File: config.mk
export PLATFORM = sky130hd
export DESIGN_NAME = ram_scan_sequencer
export DESIGN_NICKNAME = d
export VERILOG_FILES = /design/src/rtl/ram_scan_sequencer.sv
export SDC_FILE = /design/constraint.sdc
export NUM_CORES = 1
export LEC_CHECK = 0
export BUFFER_PORTS_ARGS = -buffer_cell sky130_fd_sc_hd__buf_2
export CORE_MARGIN = 3
export CORE_UTILIZATION = 40
export CTS_CLUSTER_DIAMETER = 80
export DETAILED_ROUTE_END_ITERATION = 16
export MAX_ROUTING_LAYER = met4
export RECOVER_POWER = 50
export SYNTH_ARGS = -nofsm -noshare
export SYNTH_HDL_FRONTEND = slang
export SYNTH_SLANG_ARGS = --single-unit
File: constraint.sdc
create_clock -name Clk -period 2.55 [get_ports Clk]
set_input_delay 0.3825 -clock Clk [delete_from_list [all_inputs] [get_ports Clk]]
set_output_delay 0.3825 -clock Clk [all_outputs]
set_load 0.01 [all_outputs]
File: src/rtl/ram_scan_sequencer.sv
// RAM initialiser/scanner: fills a synchronous RAM with SEED+i after reset, then
// reads one word per divider tick and presents it on a registered output.
module ram_scan_sequencer #(
  parameter int         ADDR_W = 4,
  parameter int         DATA_W = 8,
  parameter logic [7:0] SEED   = 8'h01
) (
  input  logic              Clk,
  input  logic              Rst,
  input  logic              Tick,
  input  logic              Pause,
  input  logic              WrReq,
  input  logic [ADDR_W-1:0] WrAddr,
  input  logic [DATA_W-1:0] WrData,
  output logic [DATA_W-1:0] Dout,
  output logic              DoutValid,
  output logic [ADDR_W-1:0] Addr,
  output logic              InitDone,
  output logic [1:0]        fsm_state
);

  localparam int DEPTH = 1 << ADDR_W;
  localparam logic [DATA_W-1:0] SEED_W = DATA_W'(SEED);

  typedef enum logic [1:0] {ST_INIT, ST_WAIT, ST_READ, ST_OUT} state_t;

  state_t state, state_nxt;

  logic [ADDR_W-1:0] init_cnt;
  logic              pending;
  logic [DATA_W-1:0] mem [DEPTH];
  logic [DATA_W-1:0] rdata;

  logic              mem_we;
  logic              rd_en;
  logic [ADDR_W-1:0] mem_waddr;
  logic [DATA_W-1:0] mem_wdata;
  logic              tick_ok;
  logic              init_last;

  // Tick is a one-cycle pulse with no back-pressure: it is honoured only in
  // ST_WAIT (or deferred once via pending when it collides with a host write);
  // DoutValid is a one-cycle pulse with no ready, one per scanned word.
  assign tick_ok   = Tick && !Pause;
  assign init_last = (init_cnt == ADDR_W'(DEPTH - 1));
  assign fsm_state = state;

  always_comb begin
    state_nxt = state;
    mem_we    = 1'b0;
    mem_waddr = WrAddr;
    mem_wdata = WrData;
    rd_en     = 1'b0;
    case (state)
      ST_INIT: begin
        mem_we    = 1'b1;
        mem_waddr = init_cnt;
        mem_wdata = SEED_W + DATA_W'(init_cnt);
        if (init_last) state_nxt = ST_WAIT;
      end
      ST_WAIT: begin
        mem_we = WrReq;
        // Single port: the read is issued only in a cycle free of host writes.
        if (!WrReq && (tick_ok || pending)) begin
          rd_en     = 1'b1;
          state_nxt = ST_READ;
        end
      end
      ST_READ: begin
        mem_we    = WrReq;
        state_nxt = ST_OUT;
      end
      ST_OUT: begin
        mem_we    = WrReq;
        state_nxt = ST_WAIT;
      end
      default: state_nxt = ST_INIT;
    endcase
  end

  always_ff @(posedge Clk) begin
    if (Rst) begin
      state     <= ST_INIT;
      init_cnt  <= '0;
      pending   <= 1'b0;
      Dout      <= '0;
      DoutValid <= 1'b0;
      Addr      <= '0;
      InitDone  <= 1'b0;
    end else begin
      state     <= state_nxt;
      DoutValid <= (state == ST_OUT);
      if (state == ST_INIT) begin
        init_cnt <= init_cnt + ADDR_W'(1);
        if (init_last) InitDone <= 1'b1;
      end
      if (state == ST_WAIT) begin
        if (rd_en) pending <= 1'b0;
        else if (WrReq && tick_ok) pending <= 1'b1;
      end
      if (state == ST_OUT) begin
        Dout <= rdata;
        Addr <= Addr + ADDR_W'(1);
      end
    end
  end

  // rdata is captured at read issue and held through READ/OUT, so host writes
  // in those states cannot disturb the word in flight.
  always_ff @(posedge Clk) begin
    if (!Rst) begin
      if (mem_we) mem[mem_waddr] <= mem_wdata;
      else if (rd_en) rdata <= mem[Addr];
    end
  end

endmodule

Word level (Yosys, flattened, before mapping)
Memory sizes are Yosys's and may differ from the RTL's. A register that Yosys moved wholly into a read port is not among the register bits.
Cells that the tools add are included.
W data, S select, Z words.
{ "word_totals": {"ff_bits": 21, "ram_bits": 128, "output_inout_bits": 16, "word_cells": 45, "mem_count": 1} }
{ "memory_table": {"columns": ["name", "words", "word_bits", "read_ports", "rd_ports_with_merged_regs", "write_ports", "line", "text"], "rows": [
  ["mem", 16, 8, 1, 1, 1, "31", "logic [DATA_W-1:0] mem [DEPTH];"]
]} }
{ "classes": {"addsub": 3, "n_eq_ne": 6, "n_mux": 13, "bitwise_logic": 2, "n_reduce_logical": 13} }
{ "ops": {"columns": ["operator", "count"], "rows": [
  ["$add A4 B1 Y4 const B", 2],
  ["$mux W8", 1],
  ["$pmux W2 S4", 1],
  ["$mux W1", 7],
  ["$reduce_and A2 Y1", 3],
  ["$add A1 B4 Y5 const A", 1],
  ["$eq A2 B2 Y1 const B", 2],
  ["$eq A4 B4 Y1 const B", 1],
  ["$mux W2", 2],
  ["$mux W4", 1],
  ["$ne A2 B2 Y1 const B", 2],
  ["$logic_and A1 B1 Y1", 3],
  ["$reduce_and A3 Y1", 1],
  ["$reduce_or A3 Y1", 1],
  ["$eq A2 B1 Y1 const B", 1],
  ["$logic_not A1 Y1", 2],
  ["$logic_not A2 Y1", 1],
  ["$not A1 Y1", 2],
  ["$pmux W1 S2", 1],
  ["$reduce_bool A2 Y1", 1],
  ["$logic_or A1 B1 Y1", 1]
]} }

Longest topological paths before layout
Gate-level depths: netlist of the first run.
{ "depth": {"word_depth": 8, "depth_mapped": 7, "mapped_depth_nobuf": 6} }

Worst setup path before layout of the first run
No wires, ideal clock.
{ "synth_timing": {"path_kind": "reg2reg", "from": "register state[0], in the netlist fsm_state[0]", "to": "memory mem[8][0] (enable)", "setup_ns": 0.370, "t_arrival_ns": 1.860, "setup_slack_ns": 0.319, "path_stages_with_launch": 7, "n_path_buf": 0, "path_cell_list": "dfxtp_1 inv_1 ha_1 or3b_2 a21oi_1 nand2_1 nor2_1"} }
{ "synth_via": {"elab_chain_len": 6, "elab_cells_between_ends": 10} }
{ "synth_lines": {"columns": ["element", "line", "text"], "rows": [
  ["from (decl)", "27", "state_t state, state_nxt;"],
  ["from (signal assigned)", "91", "state <= state_nxt;"],
  ["$eq A2 B2 Y1 or $eq A2 B1 Y1 (tied branches)", "54", "case (state)"],
  ["$reduce_or A3 Y1 (no line)", null, null],
  ["$pmux W1 S2", "54", null],
  ["$mux W1", "112", "if (mem_we) mem[mem_waddr] <= mem_wdata;"],
  ["$mux W1", "111", "if (!Rst) begin"],
  ["$mux W1 (not written as such)", "112", null],
  ["to (decl)", "31", null]
]} }
Parallel ways exist; a longest one is shown, timed or not.

==> qor.txt, run 1 <==
status: completed
starting density of the core: 0.412
Final Util: 0.479
CTS tree: yes
cell area power density: 933 nW/µm²
share of cells above drive strength 1: 0.209
drt wl/cell: 20.0 µm
post-synthesis mux area share: 0.144
hold wc startpoint: Pause
violation count after the first detailed-route iteration: 219
top cells by area, synth: edfxtp_1, mux4_2, dfxtp_1
final worst slack: 0.147 ns
Hold Path End: pending$_SDFFE_PP0P_
R2R setup slack: 0.15 ns
initial antenna violation count: 0
pre-CTS WS: 0.0771 ns
adder-cell share of the synthesized area: 0.0119
gr ovfl total: 0
H-Tree Depth: 4
xor and xnor area share after synthesis: 0.00973
fmax: 416 MHz
Bufs on Longest Clock Path: 2
critical path class: register to register
root buffer cell: clkbuf_16
IO Count: 33
Gate Count Post-Synth: 355
CTS Hold Buffers Added: 0
die area: 17300 µm²
reg2reg start: Addr[0]$_SDFFE_PP0P_
warning count from the yosys run: 0
WP data required: 2.69 ns
chip width: 132 µm
Initial DRT Pass Iterations: 5
Final GP Congestion: 0.809
Most used DFF post-synth: edfxtp_1
total routed wirelength: 12.8 mm
hold_ws: 0.318 ns
Routed Antenna Nets: 0
Reg-to-Reg End: rdata[1]$_DFFE_PP_
Crit. End Element: register
Worst Reg-to-Reg Cells: 4
final setup TNS: 0 ns
Post-Synth Simple-Gate Area: 0.0580
synth-to-layout area growth: 16.4%
Final Hold Viols: 0
critical path peak fanout: 36
routed length on met1: 5.24 mm
Final setup viols: 0
Critical Path AT: 2.54 ns
RSZ-0062 raised after global routing: false
Unique masters post-synth: 36
Yosys top cell by area: edfxtp_1
Worst Hold Depth: 4
largest family of logic cells by synthesized area: multiplexers
vias after detailed routing: 3225
clock buffers created by TritonCTS: 17
sequential cell area fraction in the yosys report: 0.715
uppermost routed layer: met4
DP HPWL: 8.36 mm
Vias/cell: 5.06
Cell Area, Synth: 6300 µm²
Clk Latency, worst-skew pair: 0.41 ns
pin count of the biggest net entering global routing: 37
row count: 45
core area: 15300 µm²
#FFs+latches synth: 157
CP Launch Type: register
max_cap viols: 0
Residual DRC: 0
EDFF count, synth: 136
routed length on met2: 6.54 mm
clock skew: 0.0132 ns
Mapped Nets: 378
Max-slew headroom: 0.339
Hold/Removal Path Class: input pin to register
Final Slew Violations: 0
Final nets: 436
Synth top area share: 0.648
Pleak: 2.42 nW
diode count: 0
Synth async-reset ratio: 0
top cells by count, synth: edfxtp_1, nor2_1, dfxtp_1
Compound-Gate Fraction of Synth Area: 0.0343
GR Util All Layers: 0.157
final worst path period share: 0.942
vias in the first global route: 3251
die height: 132 µm
Peak VDD IR: 0.000587 V
metal3 WL: 915 µm
clock sink count: 157
worst slew pin tran: 0.989 ns
most frequent cell after synthesis: edfxtp_1
setup bufs post-CTS: 0
fin crit period: 2.40 ns
mean post-synth cell area: 17.8 µm²
Port Buffers: 32
clk slew on worst S/H paths: 0.06 ns
global-route wire length before repair: 19.5 mm
[cell usage in the layout, fill, tap and decap left out, drive strengths merged, types with 2 or more instances in the layout]
master and n:
nand2 18, o21ai 3, nor2 39, nor3 2, a21oi 7, mux2i 12
a31oi 2, mux4 32, nor2b 6, buf 34, inv 7, bufinv 3
clkbuf 45, edfxtp 136, xnor2 2, nand3 2, mux2 2, ha 6
xor2 5, a22oi 17, nand4 3, clkinvlp 3, dfxtp 21, clkinv 5
nand2b 6
[sequential cells by signal (all words and copies together) (netlist names)]
signal,flops
rdata,8
fsm_state,2
pending,1
InitDone,1
Dout,8
init_cnt,4
DoutValid,1
Addr,4
mem,128
[per-stage QoR]
step                cells  total power (W)  area [µm²]
CTS                   637          0.00693        7390
global route          637          0.00714        7330
finish                637          0.00684        7330
detailed placement    605          0.00447        6800
global placement      605          0.00444        6800
floorplan             355          0.00396        6300
[what timing repair did]
| action | 4_1_cts | 5_1_grt |
|---|---|---|
| endpoints found under the setup margin | 0 | 24 |
| endpoints found under the hold margin | 0 | 0 |
| gates resized for setup | 0 | 3 |
[critical path: stages, from the launching register on]
cell      delay [ns]
dfxtp_2         0.31
clkbuf_4        0.59
mux4_1          0.68
a22oi_1         0.39
nand2_1         0.14
[routing by layer]
metal,GRT usage,vias to the layer above
met2,0.250,80
met3,0.0471,8
met5,-,-
li1,-,1505
met1,0.198,1632
met4,0.0403,0
[power by group]
group | switching, W | internal (W) | leakage (nW)
logic | 0.000687 | 0.000304 | 0.724
clock network | 0.000944 | 0.00153 | 0.275
registers | 0.0000802 | 0.00329 | 1.42
total | 0.00171 | 0.00513 | 2.42
[worst max-delay path by stage]
stage | slack [ns] | cells after the start | start | to
5_1_grt | 0.03 | 7 | fsm_state[0]$_SDFFE_PP0P_ | mem[14][7]$_DFFE_PP_
4_1_cts | 0.04 | 6 | fsm_state[0]$_SDFFE_PP0P_ | mem[10][4]$_DFFE_PP_
6_report | 0.15 | 4 | Addr[0]$_SDFFE_PP0P_ | rdata[1]$_DFFE_PP_
3_5_place_dp | 0.08 | 6 | fsm_state[0]$_SDFFE_PP0P_ | mem[2][1]$_DFFE_PP_
3_3_place_gp | 0.18 | 6 | fsm_state[0]$_SDFFE_PP0P_ | mem[10][6]$_DFFE_PP_
2_1_floorplan | 0.32 | 6 | fsm_state[0]$_SDFFE_PP0P_ | mem[8][0]$_DFFE_PP_
[cell type report]
type | instances | area (µm²)
inverters | 7 | 26.3
clock buffers | 21 | 440
clock inverters | 11 | 144
fillers | 1368 | 7980
repair buffers | 58 | 319
flip-flops and latches | 157 | 4510
multi-input cells | 172 | 1630
well taps | 211 | 264
[cells by family after synthesis]
group           after synthesis
fa+ha+maj                     6
simple gates                 81
mux                          46
flops                       157
xor+xnor                      7
buf+inv                      26
compound gates               32
(Power assumes the default switching activity.)
==> inputs of run 2 (changes only) <==
--- a/config.mk
+++ b/config.mk
@@ -6,6 +6,7 @@
 export NUM_CORES = 1
 export LEC_CHECK = 0
 export BUFFER_PORTS_ARGS = -buffer_cell sky130_fd_sc_hd__buf_2
+export CORE_ASPECT_RATIO = 1.5
 export CORE_MARGIN = 3
 export CORE_UTILIZATION = 40
 export CTS_CLUSTER_DIAMETER = 80
==> qor.txt, run 2 (synthesis gave the netlist of run 1 again) <==
Bufs on Longest Clock Path: 2
status: completed
final setup TNS: 0 ns
Final nets: 440
worst slew pin tran: 0.875 ns
Largest register FFs: 128
most common cell after layout, fill and taps aside: edfxtp_1
Port Buffers: 32
CTS Hold Buffers Added: 0
clock buffers created by TritonCTS: 17
initial antenna violation count: 0
global-route wire length before repair: 20.2 mm
WP data required: 2.60 ns
die area: 17300 µm²
setup bufs post-CTS: 0
critical path peak fanout: 8
RSZ-0062 raised after global routing: false
Peak VDD IR: 0.000644 V
DP HPWL: 8.98 mm
Crit. End Element: register
cell area power density: 945 nW/µm²
share of cells above drive strength 1: 0.230
Final Hold Viols: 0
max_cap viols: 0
gr ovfl total: 0
core area: 15300 µm²
commonest non-fill, non-tap cells in the layout: edfxtp_1, nor2_1, clkbuf_16
die height: 160 µm
Final Util: 0.484
final worst slack: 0.187 ns
Residual DRC: 0
root buffer cell: clkbuf_16
vias after detailed routing: 3269
Routed Antenna Nets: 0
Hold/Removal Path Class: input pin to register
CP Launch Type: register
Final Slew Violations: 0
clock skew: 0.00721 ns
fin crit period: 2.36 ns
Vias/cell: 5.20
row count: 55
register name with the most flops: mem
Largest regs: mem: 128 flops, Dout: 8 flops, rdata: 8 flops
pre-CTS WS: 0.119 ns
Final GP Congestion: 0.809
drt wl/cell: 21.2 µm
total routed wirelength: 13.3 mm
starting density of the core: 0.413
Initial DRT Pass Iterations: 5
CTS tree: yes
Clk Latency, worst-skew pair: 0.42 ns
H-Tree Depth: 4
chip width: 108 µm
IO Count: 33
PostCTS Resize Cnt: 0
Max-slew headroom: 0.417
pin count of the biggest net entering global routing: 37
Final setup viols: 0
placed insts: 597
vias in the first global route: 3433
Finished Layout Cells: 629
clk slew on worst S/H paths: 0.06 ns
clock sink count: 157
fmax: 423 MHz
synth-to-layout area growth: 17.3%
GR Util All Layers: 0.170
diode count: 0
hold_ws: 0.346 ns
critical path class: register to register
final worst path period share: 0.927
Pleak: 2.49 nW
violation count after the first detailed-route iteration: 210
Critical Path AT: 2.41 ns
-- run 2: report_power, final --
group | internal [W] | switching [W] | total, W
Sequential | 0.00329 | 0.0000971 | 0.00339
Combinational | 0.000318 | 0.000708 | 0.00103
Clock | 0.00157 | 0.000999 | 0.00257
Total | 0.00518 | 0.00180 | 0.00698
-- run 2: cell type report --
class,instances,area [µm²]
Fill cell,1319,7890
Sequential cell,157,4510
Multi-Input combinational cell,172,1630
Clock buffer,23,564
Timing Repair Buffer,62,350
Tap cell,199,249
Clock inverter,9,65.1
Inverter,7,26.3
-- run 2: worst max-delay path, cell delays in order (launching register included) --
cell and delay, ns:
dfxtp_1 0.41, inv_1 0.09, ha_1 0.23, or3b_2 0.46
a21oi_1 0.21, nand2_1 0.11, nor2_1 0.48
-- run 2: routing by layer --
| layer | share of wire | GRT usage | up-vias |
|---|---|---|---|
| li1 | - | - | 1520 |
| met1 | 0.38 | 0.190 | 1639 |
| met2 | 0.56 | 0.290 | 98 |
| met3 | 0.045 | 0.0473 | 12 |
| met4 | 0.015 | 0.0592 | 0 |
| met5 | 0 | - | - |
-- run 2: through the flow --
stage,total power (W),instance area [µm²]
2_1_floorplan,0.00396,6300
3_3_place_gp,0.00448,6820
3_5_place_dp,0.00453,6820
4_1_cts,0.00708,7450
5_1_grt,0.00724,7390
6_report,0.00698,7390
-- run 2: path summary, 6_finish.rpt --
path,startpoint,endpoint,slack (ns),cells past startpoint
hold reg to reg,InitDone$_SDFFE_PP0P_,InitDone$_SDFFE_PP0P_,0.46,2
setup / recovery,fsm_state[0]$_SDFFE_PP0P_,mem[10][0]$_DFFE_PP_,0.19,6
setup reg to reg,fsm_state[0]$_SDFFE_PP0P_,mem[10][0]$_DFFE_PP_,0.19,6
hold / removal,WrReq,pending$_SDFFE_PP0P_,0.35,3
